`src/rtl/rr_arbiter_n.sv`:
```
// rr_arbiter_n
//   N-channel arbiter with a registered one-hot grant. Selectable fixed
//   priority (highest index wins) or round-robin (priority rotates away from
//   the last grantee). A grantee keeps the grant while it requests, but for
//   no more than MAX_HOLD consecutive cycles while anyone else is waiting.
//
// Parameters
//   N        : number of request channels (2..32)
//   MAX_HOLD : longest tenure in cycles while others wait; 0 = unlimited
//   IW       : width of grant_idx
//
// Ports
//   clk         in   clock; all state changes on the rising edge
//   rst_n       in   asynchronous active-low reset
//   req         in   [N]  request vector, bit i = channel i
//   rr_en       in   1 = round-robin, 0 = fixed priority (MSB highest)
//   grant       out  [N]  registered one-hot grant, or zero
//   grant_valid out  high when grant is nonzero
//   grant_idx   out  [IW] index of the granted channel, 0 when idle
module rr_arbiter_n #(
    parameter int N        = 16,
    parameter int MAX_HOLD = 4,
    parameter int IW       = $clog2(N)
) (
    input  logic          clk,
    input  logic          rst_n,
    input  logic [N-1:0]  req,
    input  logic          rr_en,
    output logic [N-1:0]  grant,
    output logic          grant_valid,
    output logic [IW-1:0] grant_idx
);

    localparam int HW = (MAX_HOLD > 1) ? $clog2(MAX_HOLD) : 1;

    typedef enum logic {
        S_IDLE = 1'b0,
        S_BUSY = 1'b1
    } state_t;

    state_t          state_q, state_d;
    logic [IW-1:0]   ptr_q, ptr_d;
    logic [HW-1:0]   hold_q, hold_d;
    logic [N-1:0]    grant_q, grant_d;
    logic            valid_q, valid_d;
    logic [IW-1:0]   idx_q, idx_d;

    logic [N-1:0]    arb_cand;
    logic [N-1:0]    below_ptr;
    logic [N-1:0]    lo_cand;
    logic [IW-1:0]   arb_idx;
    logic            hold_expired;

    // Highest set index of a vector (0 if empty).
    function automatic logic [IW-1:0] msb_idx(input logic [N-1:0] v);
        logic [IW-1:0] r;
        r = '0;
        for (int i = 0; i < N; i++) begin
            if (v[i]) begin
                r = IW'(i);
            end
        end
        return r;
    endfunction

    // Candidates are every requester except the current grantee. In IDLE the
    // grant is zero, and on a release the grantee's request is already low,
    // so this one expression covers every arbitration case, including the
    // masked arbitration on tenure expiry.
    assign arb_cand = req & ~grant_q;

    // Round-robin order ptr-1, ..., 0, N-1, ..., ptr is equivalent to:
    // highest candidate below ptr if there is one, else the highest overall.
    genvar gi;
    generate
        for (gi = 0; gi < N; gi++) begin : g_below
            assign below_ptr[gi] = (IW'(gi) < ptr_q);
        end
    endgenerate

    assign lo_cand = arb_cand & below_ptr;
    assign arb_idx = (rr_en && (|lo_cand)) ? msb_idx(lo_cand) : msb_idx(arb_cand);

    generate
        if (MAX_HOLD > 0) begin : g_limited
            assign hold_expired = (hold_q == HW'(MAX_HOLD - 1));
        end else begin : g_unlimited
            assign hold_expired = 1'b0;
        end
    endgenerate

    always_comb begin
        logic arb_go;
        state_d = state_q;
        ptr_d   = ptr_q;
        hold_d  = hold_q;
        grant_d = grant_q;
        valid_d = valid_q;
        idx_d   = idx_q;
        arb_go  = 1'b0;

        if (state_q == S_IDLE) begin
            if (|req) begin
                arb_go = 1'b1;
            end
        end else begin
            if (!req[idx_q]) begin
                // Grantee released: hand over on the same edge if possible.
                if (|req) begin
                    arb_go = 1'b1;
                end else begin
                    state_d = S_IDLE;
                    grant_d = '0;
                    valid_d = 1'b0;
                    idx_d   = '0;
                    hold_d  = '0;
                end
            end else if (!hold_expired) begin
                hold_d = (MAX_HOLD == 0) ? '0 : hold_q + 1'b1;
            end else if (|arb_cand) begin
                arb_go = 1'b1;
            end else begin
                // Nobody else waiting: start a fresh tenure for the same grantee.
                hold_d = '0;
            end
        end

        if (arb_go) begin
            state_d          = S_BUSY;
            ptr_d            = arb_idx;
            hold_d           = '0;
            grant_d          = '0;
            grant_d[arb_idx] = 1'b1;
            valid_d          = 1'b1;
            idx_d            = arb_idx;
        end
    end

    always_ff @(posedge clk or negedge rst_n) begin
        if (!rst_n) begin
            state_q <= S_IDLE;
            ptr_q   <= '0;
            hold_q  <= '0;
            grant_q <= '0;
            valid_q <= 1'b0;
            idx_q   <= '0;
        end else begin
            state_q <= state_d;
            ptr_q   <= ptr_d;
            hold_q  <= hold_d;
            grant_q <= grant_d;
            valid_q <= valid_d;
            idx_q   <= idx_d;
        end
    end

    assign grant       = grant_q;
    assign grant_valid = valid_q;
    assign grant_idx   = idx_q;

endmodule

```
`config.mk`:
```
export PLATFORM = sky130hd
export DESIGN_NAME = rr_arbiter_n
export DESIGN_NICKNAME = d
export VERILOG_FILES = /design/src/rtl/rr_arbiter_n.sv
export SDC_FILE = /design/constraint.sdc
export NUM_CORES = 1
export LEC_CHECK = 0
export CAP_MARGIN = 10
export CORE_UTILIZATION = 47
export DETAILED_ROUTE_END_ITERATION = 16
export PLACE_DENSITY = 0.77
export SETUP_SLACK_MARGIN = 0.1
export SLEW_MARGIN = 20
export SYNTH_ARGS = -nofsm -noshare
export SYNTH_HDL_FRONTEND = slang
export SYNTH_SLANG_ARGS = --single-unit
export TNS_END_PERCENT = 20
```
`constraint.sdc`:
```
create_clock -name clk -period 2.3 [get_ports clk]
set_input_delay 0.345 -clock clk [delete_from_list [all_inputs] [get_ports clk]]
set_output_delay 0.345 -clock clk [all_outputs]
set_load 0.02 [all_outputs]
```
==> run metrics <==
vias in the first global route 2,355; CP Depth 7; port buffer count 39; Worst Setup Slack, final -78.48 ps; Final setup viols 20; Startpoint Class flop; Total Routed Length around 8300 um; Max Clk Rate approximately 420 MHz; layout cell share with drive strength beyond 1 0.4241; Syn Nets 228; P_leak around 1.4 nW; synth top area cells dfrtp_1, a32o_1, nand2b_1; Routability Congestion 0.9942; Tmin final between 2000 and 2500 ps; Post-synth ARST share 1.000; detailed-route via count 2,482; outcome finished with violations; cell family with most CP delay compound AO/OA/AOI/OAI gates; die height roughly 67 um; hold slack between 400 and 500 ps; Clock Tree Buf Depth 2; total track usage 0.3834; clk slew on worst S/H paths around 100 ps; Initial DRC Count around 240; largest net degree at the start of global routing 29; Synth Register Bits 28; Hold Vio Cnt, Final 0; placement row count 23; Clock Latency Late Sink approximately 290 ps; CP Buf/Inv Count 0; CP max FO 10; CP max-delay cell dfrtp_2; failing checks setup timing; nets@finish approximately 340; Starting Density 0.4950; sequential area share after synthesis 0.3513; Max stage delay on crit path slightly below 500 ps; Layout area overhead 66.69%; PwrDens approximately 1500 nW/um^2; WS Path Type flop to flop; clk sinks 28; unrepaired setup endpoints after global routing true; worst min path class input port to asynchronous set/reset pin; Residual DRC 0; Post-synth EDFFs 0; H-tree Lvls 1; DRT Pass-1 Iters 5; ant diodes 0; cells along the critical path a211o_1 -> o2bb2ai_2 -> and4bb_1 -> a31oi_4 -> a2111o_1 -> and2_4 -> a32o_1; Final Max Tran Viols 0; TritonCTS clock tree yes; slew margin rel. 0.6869; cell count after synthesis roughly 210; I/O Pins 40; TritonCTS Buffers 3; Slew @ Worst Pin about 470 ps; worst reg2reg path depth 7; Final HPWL DP 5131 um; Avg Cell Area, Syn ~9.6 sq um; Worst Setup End Kind flop; max_cap viols 0; leading area contributor after synthesis dfrtp_1; Worst EP required around 2500 ps; total die area ~4500 sq um; final worst path period share 1.034; first-pass GRT wire length about 12,000 um; initial antenna violation count 0; Vias/cell 6.781; Root Buffer clkbuf_8; Worst EP arrival 2550 ps; dominant synthesized flop cell dfrtp_1; core footprint roughly 4000 sq um; Post-Syn Area 1994 sq um; post-synth cell types between 50 and 60; VDD IR max between 0.8 and 0.9 mV; Routed Antenna Nets 0; gr ovfl total 0; Die Span X 67.14 um; routed len/inst between 20 and 25 um; Setup Skew 8.605 ps; post-synth top area share 0.3513; Power, Total around 4.9 mW; Yosys warnings 0
cells in the mapped netlist, drive strengths merged (2+ instances only):
library cell / count
inv: 7
nor4: 7
o2bb2ai: 2
or3: 2
nand4: 2
a211oi: 6
nor2: 10
a32o: 12
a21o: 5
a22o: 4
o21ai: 6
and4: 3
a31oi: 2
o311ai: 2
o31ai: 5
mux2i: 4
mux2: 7
nand2: 13
o22ai: 3
buf: 9
a311oi: 3
dfrtp: 28
nor2b: 10
a21oi: 7
nor3: 4
mux4: 2
nand3: 4
a211o: 2
nand3b: 4
o211ai: 3
nand2b: 15
final timing paths:
check	start	end	slack, ps
hold reg to reg	grant_valid	grant_valid	500
hold / removal	rst_n	ptr_q[3]	420
min in group clk	grant_valid	grant_valid	500
max in group asynchronous	rst_n	grant_idx[0]	1570
setup / recovery	ptr_q[2]	grant[10]	-80
setup reg to reg	ptr_q[2]	grant[10]	-80
cells by family (layout without fill, tap and decap cells):
| group | after synthesis | count (layout) | share of synthesized area |
|---|---|---|---|
| AO/OA/AOI/OAI | 70 | 70 | 0.2767 |
| adder cells (fa/ha/maj) | 1 | 1 | 0.006273 |
| buffers and inverters | 16 | 123 | 0.04642 |
| flip-flops | 28 | 28 | 0.3513 |
| multiplexers | 13 | 13 | 0.08406 |
| AND/OR/NAND/NOR | 80 | 81 | 0.2353 |
power breakdown:
group	internal, mW	switching [mW]
clock	0.234	0.159
sequential	0.695	0.256
combinational	1.70	1.84
per-stage QoR:
step	utilization	cells	worst slack, ps	instance area [sq um]	setup TNS, ps
after global placement	0.7205	351	-416.2	2903	-8545
after global routing	0.8252	366	-145.5	3324	-2166
after detailed placement	0.7205	351	-440.2	2903	-9088
after floorplan	-	208	36.93	2058	0
after CTS	0.7876	361	-22.01	3173	-91.29
final	0.8252	366	-78.48	3324	-818.1
timing repair:
item                                   4_1_cts  5_1_grt
endpoints found under the hold margin        0        0
cloned                                       1        0
gates resized for setup                     47       23
setup endpoints to repair                   25       25
hold buffers                                 0        0
buffers inserted                             5        5
pin swaps                                   12       13
sequential cells by signal (all words and copies together) (netlist names):
signal / count
hold_q: 2
state_q: 1
grant_idx: 4
grant_valid: 1
grant: 16
ptr_q: 4
layer usage:
metal	GRT usage	wire, um	up-vias
li1	-	-	1035
met4	0.2074	498	0
met2	0.6238	3881	196
met3	0.06757	766	59
met1	0.4817	3169	1192
met5	0	0	-
worst reg2reg max path: cells and delay by family, from the launching register on:
kind	cells	cell delay [ps]
AO/OA/AOI/OAI	5	1210
AND/OR/NAND/NOR	2	570
flip-flops	1	490
layout by cell type (no fill, tap or decap), types with 4 or more instances in the layout:
cell / synthesis / layout
nand2_1: 13 / 11
clkdlybuf4s50_1: 0 / 30
dfrtp_1: 28 / 23
dfrtp_2: 0 / 5
nor2b_2: 0 / 4
dlygate4sd2_1: 0 / 8
a32o_1: 12 / 12
inv_1: 7 / 7
buf_6: 3 / 5
mux2_4: 1 / 5
nand3b_1: 4 / 4
nor4_1: 6 / 4
a21o_1: 5 / 4
nand2b_1: 15 / 14
nor2_1: 9 / 7
buf_4: 1 / 68
nor2b_1: 10 / 5
a21oi_1: 7 / 6
a22o_1: 4 / 4
layout make-up:
| type | instances | area (sq um) |
|---|---|---|
| clock buffers | 3 | 41.29 |
| clock inverters | 1 | 30.03 |
| flip-flops and latches | 28 | 706.9 |
| inverters | 7 | 26.28 |
| multi-input cells | 165 | 1508 |
| repair buffers | 112 | 949.7 |
| well taps | 50 | 62.56 |
| fillers | 213 | 704.4 |
No activity file was read; power rests on OpenSTA's default activity.
